## src/rtl/cp0_regs.sv

```systemverilog
// cp0_regs: coprocessor-0 SR/Cause/EPC/PRId block with hardware interrupt sampling
module cp0_regs #(
  parameter logic [31:0] PRID     = 32'h0000_4C00,
  parameter logic [31:0] SR_RESET = 32'h0000_0000
) (
  input  logic        clk,
  input  logic        rst_n,
  input  logic [4:0]  sel,
  input  logic [31:0] din,
  input  logic        we,
  input  logic [5:0]  hwint,
  input  logic        exl_set,
  input  logic [4:0]  exccode,
  input  logic [31:0] epc_in,
  input  logic        exl_clr,
  output logic [31:0] dout,
  output logic [31:0] epc,
  output logic        intreq
);
  logic [31:0] sr;
  logic [31:0] epc_r;
  logic [5:0]  ip;
  logic [4:0]  exc;
  logic [31:0] cause;
  logic        wr_sr, wr_cause, wr_epc;
  assign wr_sr    = we && sel == 5'd12;
  assign wr_cause = we && sel == 5'd13;
  assign wr_epc   = we && sel == 5'd14;
  assign cause    = {16'h0, ip, 3'b000, exc, 2'b00};
  assign epc      = epc_r;
  // exception entry beats mtc0 and eret; eret clears EXL after any SR write in the same cycle
  always_ff @(posedge clk) begin
    if (!rst_n) begin
      sr    <= SR_RESET;
      epc_r <= 32'h0;
      ip    <= 6'h0;
      exc   <= 5'h0;
    end else begin
      ip <= hwint;
      if (exl_set) begin
        sr[1] <= 1'b1;
        exc   <= exccode;
        epc_r <= {epc_in[31:2], 2'b00};
      end else begin
        if (wr_sr) sr <= exl_clr ? {din[31:2], 1'b0, din[0]} : din;
        else if (exl_clr) sr[1] <= 1'b0;
        if (wr_cause) exc <= din[6:2];
        if (wr_epc) epc_r <= {din[31:2], 2'b00};
      end
    end
  end
  // read mux and interrupt request from registered state only
  always_comb begin
    dout = sel == 5'd12 ? sr :
           sel == 5'd13 ? cause :
           sel == 5'd14 ? epc_r :
           sel == 5'd15 ? PRID : 32'h0;
    intreq = |(ip & sr[15:10]) & sr[0] & ~sr[1];
  end
endmodule

```

## config.mk

```make
export PLATFORM = sky130hd
export DESIGN_NAME = cp0_regs
export DESIGN_NICKNAME = d
export VERILOG_FILES = /design/src/rtl/cp0_regs.sv
export SDC_FILE = /design/constraint.sdc
export NUM_CORES = 1
export LEC_CHECK = 0
export CAP_MARGIN = 5
export CORE_MARGIN = 8
export CORE_UTILIZATION = 43
export CTS_CLUSTER_SIZE = 20
export DETAILED_ROUTE_END_ITERATION = 8
export PLACE_DENSITY = 0.81
export SLEW_MARGIN = 10
export SYNTH_ARGS = -nofsm -noshare
export SYNTH_HDL_FRONTEND = slang
export SYNTH_SLANG_ARGS = --single-unit
```

## constraint.sdc

```tcl
create_clock -name clk -period 2.2 [get_ports clk]
set_clock_uncertainty 0.1 [all_clocks]
set_input_delay 0.44 -clock clk [delete_from_list [all_inputs] [get_ports clk]]
set_output_delay 0.44 -clock clk [all_outputs]
set_load 0.02 [all_outputs]
```

# Word level (Yosys, flattened, before mapping)
# Index checks and enable logic that the tools add are counted.
dict set report classes {
  mux 12
  n_bitwise 5
  reduce_logical 8
  n_eq_ne 4
}
# operator count
set op_table {}
lappend op_table {{two-way mux 32 bit} 5}
lappend op_table {{equality test 5 x 4 -> 1 bit, second input constant} 4}
lappend op_table {{two-way mux 15 bit} 1}
lappend op_table {{two-way mux 5 bit} 2}
lappend op_table {{AND 6 bit} 1}
lappend op_table {{OR reduction 6 bit} 1}
lappend op_table {{nonzero test 2 bit} 2}
lappend op_table {{logical AND 1 bit} 3}
lappend op_table {{two-way mux 1 bit} 3}
lappend op_table {{nonzero test 3 bit} 1}
lappend op_table {{AND 1 bit} 2}
lappend op_table {{two-way mux 2 bit} 1}
lappend op_table {{inverter 1 bit} 2}
lappend op_table {{AND reduction 2 bit} 1}
dict set report totals {
  word_cells 34
  register_bits 73
}

# Longest topological paths before layout
# Gate-level depths: netlist of the first run.
dict set report depth {
  word_depth 5
  depth_mapped 6
}

# Worst setup path before layout of the first run
# OpenSTA, ideal clock, no wires.
dict set report synth_path {
  kind {input to output}
  startpoint {input sel[2]}
  endpoint {output dout[15]}
  t_arrival_ns 1.482
  slack_ns 0.178
  cell_stages 5
  n_path_buf 2
  cell_sequence {nor3b_2 > and2_1 > buf_2 > buf_2 > a221o_1}
}
dict set report synth_between {
  elab_chain_len 4
}
# element line
set synth_rtl {}
lappend synth_rtl {{from (decl)} 8} ;# input logic [4:0] sel,
lappend synth_rtl {{equality test 5 x 4 -> 1 bit} 56} ;# sel == 5'd14 ? epc_r :
lappend synth_rtl {{two-way mux 32 bit} 56}
lappend synth_rtl {{two-way mux 32 bit} 55} ;# sel == 5'd13 ? cause :
lappend synth_rtl {{two-way mux 32 bit (*)} 54} ;# dout = sel == 5'd12 ? sr :
lappend synth_rtl {{to (decl)} 16} ;# output logic [31:0] dout,
# Every way passes the cells marked *; elsewhere a longest branch is shown, timed or not.

# Final worst setup path of the first run
dict set report layout_path {
  startpoint {input sel[4]}
  endpoint {output dout[6]}
}
# Same word-level chain as after synthesis.

==> results.py, run 1 <==
metrics = {
    "logic_synthesis": {
        "synth-seq-cells": 73,
        "ys_warn_count": 0,
        "synth_top_area_share_pct": 40.8,
        "ys_seq_area_share_pct": 40.8,
        "synth_edf_count": 0,
        "synth_top_family_by_area": "compound AO/OA/AOI/OAI gates",
        "synthFlopType": "dfxtp_1",
        "synthMuxAreaShare_pct": 8.66,
        "synth_area_mm2": 0.00358,
        "synthArstFlopShare_pct": 0,
        "syn_inst": 430,
        "yosys.area.top_type": "dfxtp_1",
        "postSynthAreaPerCell_um2": 8.33,
        "synthSimpleGateAreaFrac_pct": 17.8,
        "synthXorXnorAreaFrac_pct": 0,
        "synthDistinctLibCells": 32,
        "synthAdderAreaFrac_pct": 0,
        "synthTopCellsByArea": "dfxtp_1 (41%), mux2i_1 (8.7%), o21ai_0 (8.4%)",
        "synth-compound-area-share_pct": 26.4,
    },
    "detailed_routing": {
        "routed_wl_mm": 12.6,
        "routed_via_density": 5.69,
        "first_pass_iters": 5,
        "vias": 3864,
        "drt-initial-drc-count": 315,
        "ant_nets": 0,
        "drc": 0,
        "post_drt_wl_per_cell_um": 18.5,
    },
    "clocking": {
        "cts.sinks": 73,
        "ctsHoldBuffers": 0,
        "clk_pin_slew_worst_paths_ps": 80,
        "cts_tree": "done",
        "insertion_delay_ps": 340,
        "htreeDepth": 3,
        "clock_path_buffers": 2,
        "clockRootBuffer": "clkbuf_8",
        "cts_made_buffers": 9,
    },
    "timing": {
        "drv_slew": 0,
        "final.period_utilization_pct": 98.1,
        "fin_crit_ps": 2160,
        "holdWs_ps": 364,
        "fmax_ghz": 0.463,
        "final_hold_viol_count": 0,
        "rsz0062_at_grt": "false",
        "setup_viol": 0,
        "fin_ws_ps": 41.5,
    },
    "global_routing": {
        "grt_usage_pct": 21.6,
        "grt_pass1_vias": 4023,
        "grt_max_degree": 107,
        "antenna_found_initial": 0,
        "grt_pass1_wl_mm": 20.1,
        "grt-ovfl-total": 0,
    },
    "cells_and_area": {
        "num_antenna_cells": 0,
        "fin_util_pct": 65.9,
        "drive_gt1_share_pct": 15.3,
        "nFillCells": 680,
        "nets": 654,
        "layout-area-overhead-vs-synth_pct": 49.5,
    },
    "worst_setup_path": {
        "cp_cell_sequence": "buf_2 -> and3b_2 -> and2_4 -> buf_6 -> a221o_1 -> buf_6",
        "crit_slowest_cell": "a221o_1",
        "worstPathRequired_ps": 1660,
        "critPathMaxFanout": 5,
        "arrival_ps": 1620,
        "worstSetupPathType": "primary input to primary output",
        "crit_top_cell": "buf_6",
        "end_kind": "primary output",
        "max_stage_delay_ps": 340,
        "crit_path_start_kind": "primary input",
    },
    "power_and_ir_drop": {
        "p_per_area_mw_per_mm2": 569,
        "p_leak_nw": 2.27,
        "vdd_drop_max_mv": 0.246,
    },
    "die": {
        "start_util_pct": 44.1,
        "chipWidth_um": 107,
        "rows": 33,
        "core_mm2": 0.00813,
        "top_level_ports": 150,
        "die-area_mm2": 0.0115,
        "die_h_um": 107,
    },
    "job": {
        "maxCapViolCount": 0,
    },
    "placement": {
        "place_ws_ps": -859,
        "io_buffers": 145,
        "dpl.hpwl_mm": 8.71,
        "gp_congestion": 0.840,
    },
    "worst_hold_path": {
        "hp-class": "flop to flop",
    },
    "status": {
        "status": "completed",
    },
}
==> registers in the layout, indices dropped and copies added (netlist names) <==
signal	count
sr	32
exc	5
epc	30
ip	6
==> layout by cell type (no fill, tap or decap), drive strengths merged, types with 3 or more instances in the layout <==
cell type and count:
clkinv 4, nand3b 3, a221o 8, o21ai 60, and3 10, mux2i 31
a2bb2oi 3, clkdlybuf4s15 6, clkbuf 14, nand3 29, and2 11, a22oi 3
a31oi 25, nand2 64, a22o 19, a211oi 20, o2111ai 3, nor2 7
buf 55, nor2b 3, dfxtp 73, clkdlybuf4s50 106
==> cell families after synthesis <==
group	after synthesis
AO/OA/AOI/OAI	143
buffers and inverters	49
flip-flops	73
multiplexers	31
other	1
AND/OR/NAND/NOR	133
==> power breakdown <==
group | total [mW] | leakage [nW] | switching, mW | internal [mW]
combinational | 0.547 | 1.57 | 0.261 | 0.286
clock | 1.08 | 0.103 | 0.527 | 0.557
sequential | 1.42 | 0.599 | 0.0423 | 1.38
==> final timing paths <==
| kind | from | slack (ps) | to | depth (start not counted) |
|---|---|---|---|---|
| worst max-delay path | sel[4] | 40 | dout[6] | 6 |
| worst min-delay path | sr[25] | 360 | sr[25] | 2 |
| worst max register to register | exc[4] | 1310 | exc[4] | 2 |
| worst min register to register | sr[25] | 360 | sr[25] | 2 |
==> timing repair <==
item                                    4_1_cts  5_1_grt
endpoints found under the setup margin       33       25
gates cloned                                  2        0
gates resized for setup                     139       15
pin swaps                                     4        2
setup buffers                                 5        1
==> cell usage after synthesis, drive strengths merged (10+ instances only) <==
cell type,instances
and3,10
nand2,64
a22o,19
buf,19
a31oi,25
nand3,29
dfxtp,73
clkbuf,28
a211oi,20
o21ai,60
mux2i,31
and2,10
==> layer usage <==
layer | up-vias | wire [um] | global-route usage [%]
met5 | - | 0 | 0
met4 | 0 | 236 | 8.34
met3 | 25 | 1140 | 5.51
met2 | 185 | 6120 | 36.5
met1 | 1801 | 5070 | 25.6
li1 | 1853 | - | -
==> final cells by class <==
cell class / count / area (um2) / area share (%)
timing repair buffer: 173 / 1630 / 30.4
clock inverter: 6 / 65.1 / 1.21
multi-input combinational: 310 / 1930 / 36.0
sequential: 73 / 1460 / 27.3
inverter: 2 / 7.51 / 0.140
clock buffer: 10 / 138 / 2.57
tap: 105 / 131 / 2.45
==> stage by stage <==
step                      instance area [um2]  TNS (ps)  std cells  power (mW)
final                                    5360         0        679        3.05
after global routing                     5360         0        679        3.17
after CTS                                5430         0        678        3.06
after detailed placement                 5180    -25370        655        1.99
after global placement                   5180    -23100        655        1.97
after floorplan                          3590         0        431        1.67
==> worst max-delay path: cells and delay by family <==
kind | cells | cell delay [ps]
AOI/OAI and AO/OA | 1 | 340
and+or+nand+nor | 2 | 430
buffers and inverters | 3 | 390
Note: power is estimated with default switching activity, not from simulation.
==> inputs of run 2 (changes only) <==
CORE_UTILIZATION = 33   (was 43)
GPL_TIMING_DRIVEN = 0   (was default)
PLACE_DENSITY = default   (was 0.81)
==> run 2 against run 1 <==
Combinational power is 4.6% higher. Register-to-register slack better by 20 ps. Critical path type unchanged. Largest cell class unchanged. Via count is 2.3% higher. Cell count is 8.2% higher. Clock-buffer cell count stayed put. Sequential power hardly changed. Critical path depth is 1 higher. Setup slack better by 15 ps. Design area is 2.6% higher. Hold slack hardly changed.
==> results.py, run 2 (synthesized netlist as in run 1, its figures left out) <==
metrics = {
    "power_and_ir_drop": {
        "seqPwrFrac_pct": 41.9,
        "p_sw_uw": 860,
        "switching_share_pct": 25.4,
        "pwr-share-comb_pct": 16.9,
        "p_per_area_mw_per_mm2": 615,
        "p_leak_nw": 2.30,
        "vdd_drop_max_mv": 0.361,
        "clockPowerShare_pct": 41.2,
        "intPower_mw": 2.53,
    },
    "cells_and_area": {
        "regArea_mm2": 0.00146,
        "final_cells": 735,
        "largest_register_ffs": 32,
        "fin_util_pct": 51.4,
        "layout-area-overhead-vs-synth_pct": 53.5,
        "layout_common_cells": "clkdlybuf4s50_1 (105), dfxtp_1 (73), nand2_1 (63)",
        "final_common_cell": "clkdlybuf4s50_1",
        "nets": 676,
        "multi_input_area_mm2": 0.00193,
        "largest_register": "sr",
        "num_antenna_cells": 0,
        "nFillCells": 1026,
        "drive_gt1_share_pct": 14.6,
    },
    "clocking": {
        "clk_pin_slew_worst_paths_ps": 90,
        "cts_made_buffers": 9,
        "htreeDepth": 3,
        "cts_tree": "done",
        "clockRootBuffer": "clkbuf_8",
        "cts.sinks": 73,
        "clock_path_buffers": 2,
        "insertion_delay_ps": 360,
    },
    "status": {
        "status": "completed",
    },
    "placement": {
        "io_buffers": 143,
        "gp_congestion": 0.827,
        "place_ws_ps": -1180,
        "dpl.hpwl_mm": 10.7,
        "place_inst": 714,
    },
    "worst_setup_path": {
        "cp_cell_sequence": "buf_2 -> nor3b_4 -> buf_4 -> buf_4 -> and3_1 -> a221o_1 -> buf_6",
        "end_kind": "primary output",
        "crit_slowest_cell": "a221o_1",
        "crit_path_start_kind": "primary input",
        "worstSetupPathType": "primary input to primary output",
        "arrival_ps": 1600,
        "r2r_cells": 2,
        "r2r_setup_slack_ps": 1330,
        "max_stage_delay_ps": 290,
        "r2r-end": "epc[28]",
        "worstPathRequired_ps": 1660,
        "crit_top_cell": "buf_4",
        "r2r_start": "epc[28]",
        "critPathMaxFanout": 5,
    },
    "timing": {
        "final.period_utilization_pct": 97.4,
        "drv_slew": 0,
        "holdWs_ps": 364,
        "max_slew_margin_pct": 58.1,
        "fmax_ghz": 0.467,
        "setup_tns_ps": 0,
        "rsz0062_at_grt": "false",
        "setup_viol": 0,
        "fin_ws_ps": 56.9,
        "fin_crit_ps": 2140,
        "final_hold_viol_count": 0,
        "worst_pin_slew_ps": 629,
    },
    "die": {
        "die-area_mm2": 0.0144,
        "die_h_um": 120,
        "core_mm2": 0.0107,
        "rows": 38,
        "start_util_pct": 33.5,
        "top_level_ports": 150,
        "chipWidth_um": 120,
    },
    "worst_hold_path": {
        "min_path_cells": 2,
        "holdPathEnd": "sr[18]",
        "hp-class": "flop to flop",
        "worst_hold_startpoint": "sr[18]",
    },
    "detailed_routing": {
        "routed_wl_mm": 14.7,
        "drt-initial-drc-count": 227,
        "drc": 0,
        "first_pass_iters": 5,
        "ant_nets": 0,
        "post_drt_wl_per_cell_um": 20.0,
        "routed_via_density": 5.38,
        "vias": 3954,
    },
    "global_routing": {
        "grt_pass1_wl_mm": 22.5,
        "grt_usage_pct": 19.7,
        "antenna_found_initial": 0,
        "grt_max_degree": 13,
        "grt-ovfl-total": 0,
        "grt_pass1_vias": 4086,
    },
    "job": {
        "maxCapViolCount": 0,
    },
}
-- run 2: layer usage --
layer | part of all wire, % | track usage (%) | up-vias
met5 | 0 | 0 | -
met4 | 1.3 | 6.32 | 0
met3 | 6.8 | 4.76 | 14
met2 | 49 | 33.6 | 146
met1 | 43 | 23.9 | 1897
li1 | - | - | 1897
-- run 2: stage by stage --
stage          instance area (um2)  total power [mW]
6_report                      5500              3.38
4_1_cts                       5480              3.39
3_5_place_dp                  5190              2.00
3_3_place_gp                  5190              2.00
2_1_floorplan                 3590              1.67
5_1_grt                       5500              3.50
-- run 2: cell type report --
type | instances | share of cell area [%]
Multi-Input combinational cell | 309 | 35.1
Sequential cell | 73 | 26.6
Timing Repair Buffer | 152 | 25.8
Buffer | 44 | 4.55
Tap cell | 140 | 3.18
Clock inverter | 5 | 2.34
Clock buffer | 10 | 2.32
Inverter | 2 | 0.136
-- run 2: worst max path at each step --
| stage | from | end | cells after the start | slack (ps) |
|---|---|---|---|---|
| final | sel[2] | dout[6] | 7 | 60 |
| after global routing | sel[1] | dout[14] | 7 | 6 |
| after CTS | sel[3] | dout[18] | 8 | 3 |
| after detailed placement | sel[3] | dout[8] | 7 | -1180 |
| after global placement | sel[3] | dout[8] | 7 | -1170 |
| after floorplan | sel[2] | dout[15] | 5 | 180 |
-- run 2: power by group through the flow --
stage / sequential [mW] / combinational, mW / clock (mW)
floorplan: 1.48 / 0.188 / 0
global placement: 1.45 / 0.552 / 0
detailed placement: 1.45 / 0.557 / 0
CTS: 1.42 / 0.572 / 1.40
global route: 1.42 / 0.610 / 1.47
finish: 1.42 / 0.572 / 1.40
-- run 2: repair_timing --
action	in CTS	in global routing
endpoints found under the setup margin	33	12
gates resized for setup	188	20
buffers inserted	8	0
hold buffers	0	0
pin swaps	6	7
cloned	2	0
-- run 2: worst max-delay path, delay by kind of cell --
kind,cells,cell delay (ps)
buf+inv,4,550
simple gates,2,310
compound gates,1,290
